<file path="src/rtl/tlc_pkg.sv">
// Shared definitions for the intersection phase scheduler and the lamp decoder:
// phase and sub-state codes, the direction encoding, and the duration lookup.
package tlc_pkg;

  // Phase codes. The numeric values are visible on the phase output.
  typedef enum logic [2:0] {
    PH_NS_GRN = 3'd0,
    PH_NS_YEL = 3'd1,
    PH_AR_A   = 3'd2,
    PH_EW_GRN = 3'd3,
    PH_EW_YEL = 3'd4,
    PH_AR_B   = 3'd5,
    PH_PED    = 3'd6,
    PH_INIT   = 3'd7
  } phase_t;

  // Each timed phase has a one-cycle LOAD (timer strobe) followed by WAIT.
  typedef enum logic {
    SUB_LOAD = 1'b0,
    SUB_WAIT = 1'b1
  } sub_t;

  // Direction served after a pedestrian phase.
  typedef enum logic {
    DIR_NS = 1'b0,
    DIR_EW = 1'b1
  } dir_t;

  // Default durations in timer ticks.
  localparam int T_GREEN_DEF  = 30;
  localparam int T_YEL_DEF    = 5;
  localparam int T_ALLRED_DEF = 2;
  localparam int T_WALK_DEF   = 10;

  // Duration in ticks of a phase. INIT is never timed; it returns 1 so the
  // derived load value is zero.
  function automatic int phase_duration(
    input phase_t ph,
    input int     t_green,
    input int     t_yel,
    input int     t_allred,
    input int     t_walk
  );
    int dur;
    dur = 1;
    case (ph)
      PH_NS_GRN, PH_EW_GRN: dur = t_green;
      PH_NS_YEL, PH_EW_YEL: dur = t_yel;
      PH_AR_A, PH_AR_B:     dur = t_allred;
      PH_PED:               dur = t_walk;
      default:              dur = 1;
    endcase
    return dur;
  endfunction

  // True when a phase is one of the two all-red clearance intervals.
  function automatic logic is_all_red(input phase_t ph);
    return (ph == PH_AR_A) || (ph == PH_AR_B);
  endfunction

endpackage

</file>
<file path="src/rtl/tlc_lamp_decode.sv">
// Purely combinational phase -> lamp decoder. Lamps depend on the phase code
// alone, so they do not change between the LOAD and WAIT halves of a phase.
import tlc_pkg::*;

module tlc_lamp_decode (
  input  logic [2:0] i_phase,
  output logic       o_ns_red,
  output logic       o_ns_yel,
  output logic       o_ns_grn,
  output logic       o_ew_red,
  output logic       o_ew_yel,
  output logic       o_ew_grn,
  output logic       o_walk
);

  phase_t w_phase;

  assign w_phase = phase_t'(i_phase);

  // Active direction shows green/yellow, the other shows red; every
  // clearance, walk and init phase shows both reds.
  always_comb begin
    o_ns_red = 1'b1;
    o_ns_yel = 1'b0;
    o_ns_grn = 1'b0;
    o_ew_red = 1'b1;
    o_ew_yel = 1'b0;
    o_ew_grn = 1'b0;
    o_walk   = 1'b0;
    case (w_phase)
      PH_NS_GRN: begin
        o_ns_red = 1'b0;
        o_ns_grn = 1'b1;
      end
      PH_NS_YEL: begin
        o_ns_red = 1'b0;
        o_ns_yel = 1'b1;
      end
      PH_EW_GRN: begin
        o_ew_red = 1'b0;
        o_ew_grn = 1'b1;
      end
      PH_EW_YEL: begin
        o_ew_red = 1'b0;
        o_ew_yel = 1'b1;
      end
      PH_PED: begin
        o_walk = 1'b1;
      end
      default: begin
        o_ns_red = 1'b1;
        o_ew_red = 1'b1;
      end
    endcase
  end

endmodule

</file>
<file path="src/rtl/intersection_phase_scheduler.sv">
// Two-road intersection phase sequencer driving a shared down-counter timer.
//
//   state          | meaning
//   ---------------+---------------------------------------------------------
//   INIT           | one cycle after reset, both reds, then AR_B/LOAD
//   <phase>/LOAD   | single cycle: strobe dp_load with duration-1
//   <phase>/WAIT   | hold until count_done, then LOAD of the next phase
//   NS_GRN,NS_YEL  | north-south green / yellow
//   AR_A           | clearance after NS; may go to PED, EW_GRN or NS_GRN
//   EW_GRN,EW_YEL  | east-west green / yellow
//   AR_B           | clearance after EW; may go to PED or NS_GRN
//   PED            | walk lamp; then green of next_dir without extra all-red
import tlc_pkg::*;

module intersection_phase_scheduler #(
  parameter int CNT_W      = 5,
  parameter int T_GREEN    = T_GREEN_DEF,
  parameter int T_YEL      = T_YEL_DEF,
  parameter int T_ALLRED   = T_ALLRED_DEF,
  parameter int T_WALK     = T_WALK_DEF,
  parameter int EW_SKIP_EN = 1
) (
  input  logic             clk,
  input  logic             reset,
  input  logic             count_done,
  input  logic             ew_car,
  input  logic             ped_req,
  output logic             dp_load,
  output logic [CNT_W-1:0] dp_value,
  output logic             ns_red,
  output logic             ns_yel,
  output logic             ns_grn,
  output logic             ew_red,
  output logic             ew_yel,
  output logic             ew_grn,
  output logic             walk,
  output logic             ped_ack,
  output logic [2:0]       phase
);

  phase_t           r_phase;
  sub_t             r_sub;
  dir_t             r_next_dir;
  logic             r_ped_pending;

  phase_t           w_phase_nxt;
  sub_t             w_sub_nxt;
  dir_t             w_dir_nxt;
  logic             w_ped_pending_nxt;
  logic             w_enter_ped;
  logic             w_in_load;
  logic             w_phase_done;
  int               w_dur;
  logic [CNT_W-1:0] w_load_val;

  // LOAD is a timed phase's strobe cycle; INIT never loads the timer.
  assign w_in_load    = (r_sub == SUB_LOAD) && (r_phase != PH_INIT);
  assign w_phase_done = (r_sub == SUB_WAIT) && (r_phase != PH_INIT) && count_done;

  // Timer load value for the current phase, duration minus one.
  always_comb begin
    w_dur      = phase_duration(r_phase, T_GREEN, T_YEL, T_ALLRED, T_WALK);
    w_load_val = CNT_W'(w_dur - 1);
  end

  // Next phase, sub-state and post-walk direction.
  always_comb begin
    w_phase_nxt = r_phase;
    w_sub_nxt   = r_sub;
    w_dir_nxt   = r_next_dir;
    w_enter_ped = 1'b0;

    if (r_phase == PH_INIT) begin
      w_phase_nxt = PH_AR_B;
      w_sub_nxt   = SUB_LOAD;
    end else if (r_sub == SUB_LOAD) begin
      w_sub_nxt = SUB_WAIT;
    end else if (w_phase_done) begin
      w_sub_nxt = SUB_LOAD;
      case (r_phase)
        PH_NS_GRN: w_phase_nxt = PH_NS_YEL;
        PH_NS_YEL: w_phase_nxt = PH_AR_A;
        PH_AR_A: begin
          if (r_ped_pending) begin
            w_phase_nxt = PH_PED;
            w_dir_nxt   = DIR_EW;
            w_enter_ped = 1'b1;
          end else if ((EW_SKIP_EN != 0) && !ew_car) begin
            w_phase_nxt = PH_NS_GRN;
          end else begin
            w_phase_nxt = PH_EW_GRN;
          end
        end
        PH_EW_GRN: w_phase_nxt = PH_EW_YEL;
        PH_EW_YEL: w_phase_nxt = PH_AR_B;
        PH_AR_B: begin
          if (r_ped_pending) begin
            w_phase_nxt = PH_PED;
            w_dir_nxt   = DIR_NS;
            w_enter_ped = 1'b1;
          end else begin
            w_phase_nxt = PH_NS_GRN;
          end
        end
        PH_PED: w_phase_nxt = (r_next_dir == DIR_EW) ? PH_EW_GRN : PH_NS_GRN;
        default: begin
          w_phase_nxt = PH_AR_B;
        end
      endcase
    end
  end

  // Pedestrian latch: clearing on PED entry wins over a simultaneous request,
  // and requests seen while walking are dropped so only one walk is served.
  always_comb begin
    w_ped_pending_nxt = r_ped_pending;
    if (w_enter_ped) begin
      w_ped_pending_nxt = 1'b0;
    end else if (r_phase == PH_PED) begin
      w_ped_pending_nxt = 1'b0;
    end else if (ped_req) begin
      w_ped_pending_nxt = 1'b1;
    end
  end

  // State registers.
  always_ff @(posedge clk or posedge reset) begin
    if (reset) begin
      r_phase       <= PH_INIT;
      r_sub         <= SUB_WAIT;
      r_next_dir    <= DIR_NS;
      r_ped_pending <= 1'b0;
    end else begin
      r_phase       <= w_phase_nxt;
      r_sub         <= w_sub_nxt;
      r_next_dir    <= w_dir_nxt;
      r_ped_pending <= w_ped_pending_nxt;
    end
  end

  // Moore outputs decoded from the registered state.
  assign dp_load  = w_in_load;
  assign dp_value = w_in_load ? w_load_val : '0;
  assign ped_ack  = (r_phase == PH_PED) && (r_sub == SUB_LOAD);
  assign phase    = r_phase;

  tlc_lamp_decode u_lamp_decode (
    .i_phase  (r_phase),
    .o_ns_red (ns_red),
    .o_ns_yel (ns_yel),
    .o_ns_grn (ns_grn),
    .o_ew_red (ew_red),
    .o_ew_yel (ew_yel),
    .o_ew_grn (ew_grn),
    .o_walk   (walk)
  );

endmodule

</file>
<file path="config.mk">
export PLATFORM = sky130hd
export DESIGN_NAME = intersection_phase_scheduler
export DESIGN_NICKNAME = d
export VERILOG_FILES = /design/src/rtl/tlc_pkg.sv /design/src/rtl/tlc_lamp_decode.sv /design/src/rtl/intersection_phase_scheduler.sv
export SDC_FILE = /design/constraint.sdc
export NUM_CORES = 1
export LEC_CHECK = 0
export ABC_AREA = 0
export CAP_MARGIN = 40
export CORE_UTILIZATION = 35
export CTS_CLUSTER_DIAMETER = 200
export DETAILED_ROUTE_END_ITERATION = 16
export GPL_TIMING_DRIVEN = 0
export PLACE_DENSITY = 0.7
export SKIP_LAST_GASP = 1
export SLEW_MARGIN = 30
export SYNTH_ARGS = -nofsm -noshare
export SYNTH_HDL_FRONTEND = slang
export SYNTH_SLANG_ARGS = --single-unit
export TNS_END_PERCENT = 5
</file>
<file path="constraint.sdc">
create_clock -name clk -period 1.3 [get_ports clk]
set_input_delay 0.13 -clock clk [delete_from_list [all_inputs] [get_ports clk]]
set_output_delay 0.13 -clock clk [all_outputs]
set_load 0.01 [all_outputs]
</file>
After elaboration in Yosys (flattened, before gate mapping)
Index checks and enable logic that the tools add are counted.
{ "totals": {"reg_bits": 6, "input_bits": 5, "out_inout_bits": 17, "wordCells": 64} }
{ "op_classes": {"addsub": 1, "eq_ne": 10, "mux": 31, "bitwise_logic": 2, "n_reduce_logical": 16} }
{ "op_table": {"columns": ["cell", "n"], "rows": [
  ["$mux 1", 20],
  ["$pmux 5 s4", 1],
  ["$pmux 3 s6", 1],
  ["$mux 3", 5],
  ["$eq 3x3->1 const B", 4],
  ["$reduce_or 2->1", 5],
  ["$eq 3x2->1 const B", 2],
  ["$reduce_and 6->1", 1],
  ["$reduce_bool 2->1", 3],
  ["$mux 5", 1],
  ["$sub 5x2->5 const B", 1],
  ["$logic_and 1x1->1", 4],
  ["$mux 2", 2],
  ["$ne 2x2->1 const B", 2],
  ["$eq 3x1->1 const B", 1],
  ["$logic_not 3->1", 1],
  ["$ne 3x3->1 const B", 1],
  ["$reduce_bool 3->1", 1],
  ["$not 1->1", 2],
  ["$pmux 1 s2", 1],
  ["$reduce_and 2->1", 1]
]} }

Logic depth before layout (Yosys ltp)
Gate-level depths: netlist of the first run.
{ "logic_depth": {"depth_word": 7, "ltp_mapped": 5, "mapped_depth_nobuf": 4} }

Cells and area by module
From an unflattened synthesis of the first run, not the netlist that was laid out.
{ "hier_totals": {"cells_unflattened": 61, "area_unflattened_um2": 505.5} }
{ "by_module_without_submodules": {"columns": ["mod", "instances", "cells_per_inst", "area_each_um2", "seq_area_each_um2"], "rows": [
  ["intersection_phase_scheduler", 1, 53, 445.4, 155.1],
  ["tlc_lamp_decode", 1, 8, 60.1, 0.0]
]} }

Worst setup path after synthesis of the first run
OpenSTA, ideal clock, no wires.
{ "synth_path": {"kind": "reg-to-output", "from": "reg r_phase[1], in the netlist phase[1]", "to": "out dp_value[3]", "t_arrival_ps": 1279, "required_time_ps": 1170, "path_slack_ps": -109, "path_stages_with_launch": 4, "path_buffers": 0, "cell_sequence": "dfstp_2 > and2b_1 > or3_1 > a21oi_1"} }
{ "synth_via": {"elab_chain_cells": 5} }
{ "synth_lines": {"columns": ["item", "line_no", "text"], "rows": [
  ["start, declared", "intersection_phase_scheduler.sv:41", "phase_t r_phase;"],
  ["start signal, assigned", "intersection_phase_scheduler.sv:134", "r_phase <= w_phase_nxt;"],
  ["$eq 3x3->1 (tied with other cells)", "tlc_pkg.sv:46", "case (ph)"],
  ["$reduce_or 2->1, on equally long branches", null, null],
  ["$pmux 5 s4", "tlc_pkg.sv:46", null],
  ["$sub 5x2->5", "intersection_phase_scheduler.sv:63", "w_load_val = CNT_W'(w_dur - 1);"],
  ["$mux 5 (*)", "intersection_phase_scheduler.sv:143", "assign dp_value = w_in_load ? w_load_val : '0;"],
  ["end, declared", "intersection_phase_scheduler.sv:29", "output logic [CNT_W-1:0] dp_value,"]
]} }
Every way passes the cells marked *; elsewhere a longest branch is shown, timed or not.

Final worst setup path of the first run
{ "layout_path": {"from": "reg r_phase[2], in the netlist phase[2]", "to": "out dp_value[3]"} }
Same word-level chain as after synthesis.

==> results of run 1 <==
[routing by layer]
layer / global-route usage (%) / up-vias / wire length, microns
li1: - / 275 / -
met1: 25.1 / 250 / 557
met2: 29.2 / 27 / 566
met3: 3.47 / 2 / 82
met4: 12.9 / 0 / 12
met5: 0 / - / 0
[registers in the layout (all words and copies together), names as in the netlist]
| name | count |
|---|---|
| phase | 3 |
| r_next_dir | 1 |
| r_ped_pending | 1 |
| r_sub | 1 |
[power by group]
group	switching [mW]	internal [mW]
logic	0.682	0.723
registers	0.108	0.316
clock network	0.0611	0.116
total	0.851	1.15
[cells in the mapped netlist (2+ instances only)]
| cell | n |
|---|---|
| dfrtp_1 | 2 |
| inv_1 | 4 |
| a21oi_1 | 3 |
| nor2_1 | 7 |
| a211oi_1 | 2 |
| a31oi_1 | 4 |
| nand2_1 | 4 |
| or3_1 | 2 |
| dfstp_2 | 4 |
| buf_4 | 2 |
| buf_2 | 2 |
| o21ai_0 | 2 |
| nand3_1 | 3 |
[worst register-to-register path, cell delays in order, from the launching register on]
cell,delay [ns]
dfstp_2,0.54
buf_2,0.22
nand3_1,0.13
a311oi_1,0.33
[final timing paths]
kind	from	to	slack, ns	depth (start not counted)
max	phase[2]	dp_value[3]	-0.38	5
min	reset	r_ped_pending	0.09	2
max reg2reg	r_sub	phase[1]	-0.01	3
min reg2reg	r_sub	phase[2]	0.58	2
max in group asynchronous	reset	r_sub	0.96	2
min in group clk	ped_req	r_ped_pending	0.54	2
[layout make-up]
class | count | area share (%)
inverter | 4 | 1.94
buffer | 5 | 5.51
sequential | 6 | 20.1
timing repair buffer | 25 | 29.5
multi-input combinational | 45 | 37.3
tap | 14 | 2.27
clock buffer | 4 | 3.40
[metrics by stage]
stage                     setup slack (ns)  area (sq um)
after detailed placement            -0.532           702
after global placement              -0.525           702
after global routing                -0.441           772
after floorplan                    -0.0625           484
after CTS                           -0.388           769
final                               -0.376           772
[logic make-up (layout without fill, tap and decap cells)]
kind of cell | count (synthesis) | in the layout | synth area share [%]
flip-flops | 6 | 6 | 32.6
buffers and inverters | 9 | 38 | 10.8
AO/OA/AOI/OAI | 19 | 19 | 27.6
AND/OR/NAND/NOR | 25 | 25 | 28.2
other | 1 | 1 | 0.789
[repair_timing]
item	in CTS	in global routing
buffers inserted	5	0
gates resized for setup	23	1
endpoints found under the hold margin	0	0
endpoints found under the setup margin	17	19
==> summary.md, run 1 <==
| Metric | Value |
|---|---|
| Synth Cell Area | around 480 sq um |
| Crit-path max FO | 7 |
| Crit-path slowest cell | dfstp_2 |
| Worst-path clk slew | 0.05 ns |
| Input/output buffers | 20 |
| DR vias/cell | about 5.4 |
| Largest net degree at the start of global routing | 11 |
| Syn_nets | 65 |
| Startpoint types | flip-flop |
| Cells after Synth | 60 |
| Synthesis Warnings | 0 |
| Area occupied by registers | between 150 and 200 sq um |
| Layout Skew | roughly 0.0054 ns |
| Post-route ant nets | 0 |
| Vias | 554 |
| Fin cells | 103 |
| Failing checks | setup timing |
| MaxCap Viol Count | 0 |
| Cell taking the most area after synthesis | dfstp_2 |
| Fin. Hold Viols | 0 |
| Layout cells sized above 1 | 30.3% |
| # rows | 12 |
| Sequential fraction of the synthesis area | between 30% and 40% |
| Placed cells | 94 |
| Average wire per standard cell | 11.8 microns |
| Starting Density | roughly 40% |
| Total CTS buffers | 3 |
| Number of flops mapped to enable cells by yosys | 0 |
| Largest delay share family, worst path | flip-flops |
| Area of the multi-input gates | around 290 sq um |
| Initial antenna violation count | 0 |
| Min Tclk post-route | 1.68 ns |
| Synth unique cells | 32 |
| Dominant synthesized flop cell | dfstp_2 |
| FILL cells | between 100 and 150 |
| FMAX | between 0.5 and 0.6 GHz |
| Number of remaining DRC errors | 0 |
| Setup_tns | -4.36 ns |
| N_diodes | 0 |
| Worst skew pair latency | 0.24 ns |
| HPWL after DPL | between 800 and 900 microns |
| Number of hold buffers added after cts | 0 |
| Final core occ | around two thirds |
| Max clock buf depth | 2 |
| Core area | around 1200 sq um |
| Total power | between 2 and 2.5 mW |
| Commonest non-fill, non-tap cells in the layout | 10 x dlygate4sd2_1, 8 x clkdlybuf4s50_1, 6 x buf_4, 6 x nor2_1 |
| Placer's final routability congestion estimate | approximately 0.86 |
| First-pass GRT wire length | slightly below 2000 microns |
| Period utilisation layout | 129% |
| Final setup margin | -0.376 ns |
| Synthesized area per cell | 7.92 sq um |
| Power Density | between 2000 and 3000 nW/um^2 |
| Peak VDD IR | about 0.0013 V |
| Arrival @ worst endpoint | between 1.5 and 2 ns |
| Area share of the largest cell type after synthesis | roughly 22% |
| Die ar. | roughly 1500 sq um |
| TritonCTS Sinks | 6 |
| H-tree depth | 1 |
| Total GRT Usage | 19.4% |
| Root Buffer | clkbuf_4 |
| Leakage power | 0.369 nW |
| Async set or reset register ratio after synthesis | 100% |
| NumNets Final | 95 |
| Top Ports | 22 |
| CP Buf/Inv Count | 2 |
| Crit. End Element | output pin |
| CTS tree | done |
| RSZ-0062 raised after global routing | true |
| Yosys reg bits | 6 |
| Grt ovf | 0 |
| Kind of critical path | flip-flop to output pin |
| Run status | finished, violations left |
| Commonest non-fill, non-tap cell in the layout | dlygate4sd2_1 |
| Die width | around 39 microns |
| CP required | approximately 1.2 ns |
| Final count of pins violating max slew | 0 |
| HP Class | input pin to async pin |
| Hold WS | around 0.09 ns |
| Routed WL | approximately 1200 microns |
| Initial DRC Count | 12 |
| Die Ht | about 39 microns |
| Max incr delay on CP | approximately 0.55 ns |
| Area Overhead vs Synth | 62.4% |
| Ordered cell list for the critical path | buf_12 > nor2b_4 > or3_1 > a21oi_2 > buf_2 |
| Number of global-route vias before repair | 464 |
| DRT Pass-1 Iters | 4 |
| Setup violators final | 17 |
| Area contributors post-synth | dfstp_2 22%, dfrtp_1 11%, nor2_1 5.5%, a31oi_1 5.3%, a21oi_1 3.2% |
Power figures use the tool's default switching activity.
==> run 2: changes to the inputs <==
--- a/config.mk
+++ b/config.mk
@@ -10,8 +10,9 @@
 export CORE_UTILIZATION = 35
 export CTS_CLUSTER_DIAMETER = 200
 export DETAILED_ROUTE_END_ITERATION = 16
+export DONT_BUFFER_PORTS = 1
+export GPL_ROUTABILITY_DRIVEN = 1
 export GPL_TIMING_DRIVEN = 0
-export PLACE_DENSITY = 0.7
 export SKIP_LAST_GASP = 1
 export SLEW_MARGIN = 30
 export SYNTH_ARGS = -nofsm -noshare
==> run 2 against run 1 <==
  * The flow still finishes with violations (setup timing)
  * Non-clock buffer count down 23
  * Sequential power increased by 11%
  * Largest power group unchanged
  * Total power is 21% lower
  * Die area did not move
  * Critical path type unchanged
  * Flip-flop and latch count is the same
  * Maximum frequency fell by 0.14%
  * First-iteration DRC count grew 17%
  * Worst setup slack got worse by 0.0024 ns
  * Largest cell class unchanged
  * Combinational power is 33% lower
==> summary.md, run 2 (synthesized netlist as in run 1, its figures left out) <==
| Metric | Value |
|---|---|
| Run status | finished, violations left |
| Failing checks | setup timing |
| Final setup margin | -0.378 ns |
| FMAX | 0.596 GHz |
| Placer's final routability congestion estimate | around 0.70 |
| Routed WL | 1110 microns |
| Max clock buf depth | 2 |
| TritonCTS Sinks | 6 |
| Peak VDD IR | 0.00108 V |
| Die width | around 40 microns |
| Initial antenna violation count | 0 |
| Number of global-route vias before repair | roughly 370 |
| Min Tclk post-route | 1.68 ns |
| Die ar. | between 1500 and 2000 sq um |
| Ordered cell list for the critical path | and2b_1 > or3_4 > a21oi_4 |
| Root Buffer | clkbuf_4 |
| Commonest non-fill, non-tap cell in the layout | nor2_1 |
| Starting Density | between 40% and 50% |
| Arrival @ worst endpoint | between 1.5 and 2 ns |
| Setup violators final | 16 |
| DR vias/cell | ~5.7 |
| Total power | approximately 1.6 mW |
| Max incr delay on CP | roughly 0.57 ns |
| Fin. Hold Viols | 0 |
| CP required | between 1 and 1.5 ns |
| Leakage power | approximately 0.24 nW |
| Number of remaining DRC errors | 0 |
| FILL cells | around 130 |
| Relative slew margins | between 60% and 70% |
| Period utilisation layout | 129% |
| Largest register FFs | 3 |
| Grt ovf | 0 |
| Total GRT Usage | about 16% |
| # rows | 12 |
| Kind of critical path | flip-flop to output pin |
| Reg2Reg Setup Slack | -0.06 ns |
| Average wire per standard cell | around 14 microns |
| DRT Pass-1 Iters | 4 |
| HP Class | input pin to flip-flop |
| N_diodes | 0 |
| Vias | between 400 and 500 |
| Input/output buffers | 0 |
| Crit-path slowest cell | dfstp_2 |
| Layout Skew | between 0.005 and 0.006 ns |
| Crit. End Element | output pin |
| Largest net degree at the start of global routing | 11 |
| Post-route ant nets | 0 |
| Top Ports | 22 |
| Worst skew pair latency | between 0.2 and 0.25 ns |
| MaxCap Viol Count | 0 |
| RSZ-0062 raised after global routing | true |
| Total CTS buffers | 3 |
| Crit-path max FO | 3 |
| Setup slack at placement | -0.113 ns |
| Tightest Pin Transition | a little over 0.5 ns |
| Worst-path clk slew | 0.05 ns |
| Core area | roughly 1200 sq um |
| Die Ht | approximately 39 microns |
| Layout cells sized above 1 | between 20 and 30% |
| Final count of pins violating max slew | 0 |
| Startpoint types | flip-flop |
| Commonest non-fill, non-tap cells in the layout | 7 x nor2_1, 4 x inv_1, 4 x nand2_1, 4 x a31oi_1, 4 x dfstp_2 |
| First-pass GRT wire length | ~1600 microns |
| Power Density | 2810 nW/um^2 |
| CTS tree | done |
| NumNets Final | 72 |
| Area Overhead vs Synth | 18.4% |
| H-tree depth | 1 |
| Initial DRC Count | 14 |
run 2: worst paths after layout:
check                         start       endpoint  cells past startpoint
min in group asynchronous     reset     r_next_dir                      2
max reg2reg                phase[2]       phase[0]                      4
min reg2reg                   r_sub       phase[2]                      2
max in group asynchronous     reset          r_sub                      2
max                        phase[1]    dp_value[3]                      3
min                         ped_req  r_ped_pending                      1
run 2: timing repair:
action,in CTS,in global routing
pin swaps,0,1
hold buffers,1,0
resized for setup,0,3
buffers inserted,0,1
hold endpoints to repair,6,0
endpoints found under the setup margin,16,19
run 2: metrics by stage:
step	util, %	setup TNS [ns]	std cells	hold WS, ns	area, sq um
floorplan	-	-0.0625	60	-0.0819	484
global placement	42.3	-0.306	74	-0.0587	502
detailed placement	42.3	-0.334	74	-0.0627	502
CTS	45.4	-2.93	79	0.0439	538
global route	47.5	-4.44	80	0.0342	563
finish	47.5	-2.78	80	0.0514	563
run 2: power by group:
group / switching [mW] / internal [mW] / total, mW
registers: 0.152 / 0.319 / 0.471
clock network: 0.0615 / 0.116 / 0.177
logic: 0.559 / 0.375 / 0.934
total: 0.773 / 0.809 / 1.58
run 2: layout make-up:
cell class / instances / area [sq um] / share of cell area, %
Sequential cell: 6 / 155 / 27.6
Multi-Input combinational cell: 45 / 295 / 52.4
Inverter: 4 / 15.0 / 2.67
Clock buffer: 4 / 26.3 / 4.67
Timing Repair Buffer: 2 / 17.5 / 3.11
Buffer: 5 / 36.3 / 6.44
Tap cell: 14 / 17.5 / 3.11
run 2: worst max-delay path, delay by kind of cell, from the launching register on:
kind               cells  cell delay, ns
and+or+nand+nor        2            0.56
DFF                    1            0.57
AOI/OAI and AO/OA      1            0.18
run 2: routing by layer:
| metal | wire length [microns] | vias to the layer above | GRT usage [%] | share of wire (%) |
|---|---|---|---|---|
| met1 | 580 | 207 | 22.3 | 52 |
| met2 | 489 | 22 | 23.3 | 44 |
| met3 | 42 | 0 | 1.73 | 3.8 |
| li1 | - | 228 | - | - |
| met4 | 0 | 0 | 10.3 | 0 |
| met5 | 0 | - | 0 | 0 |
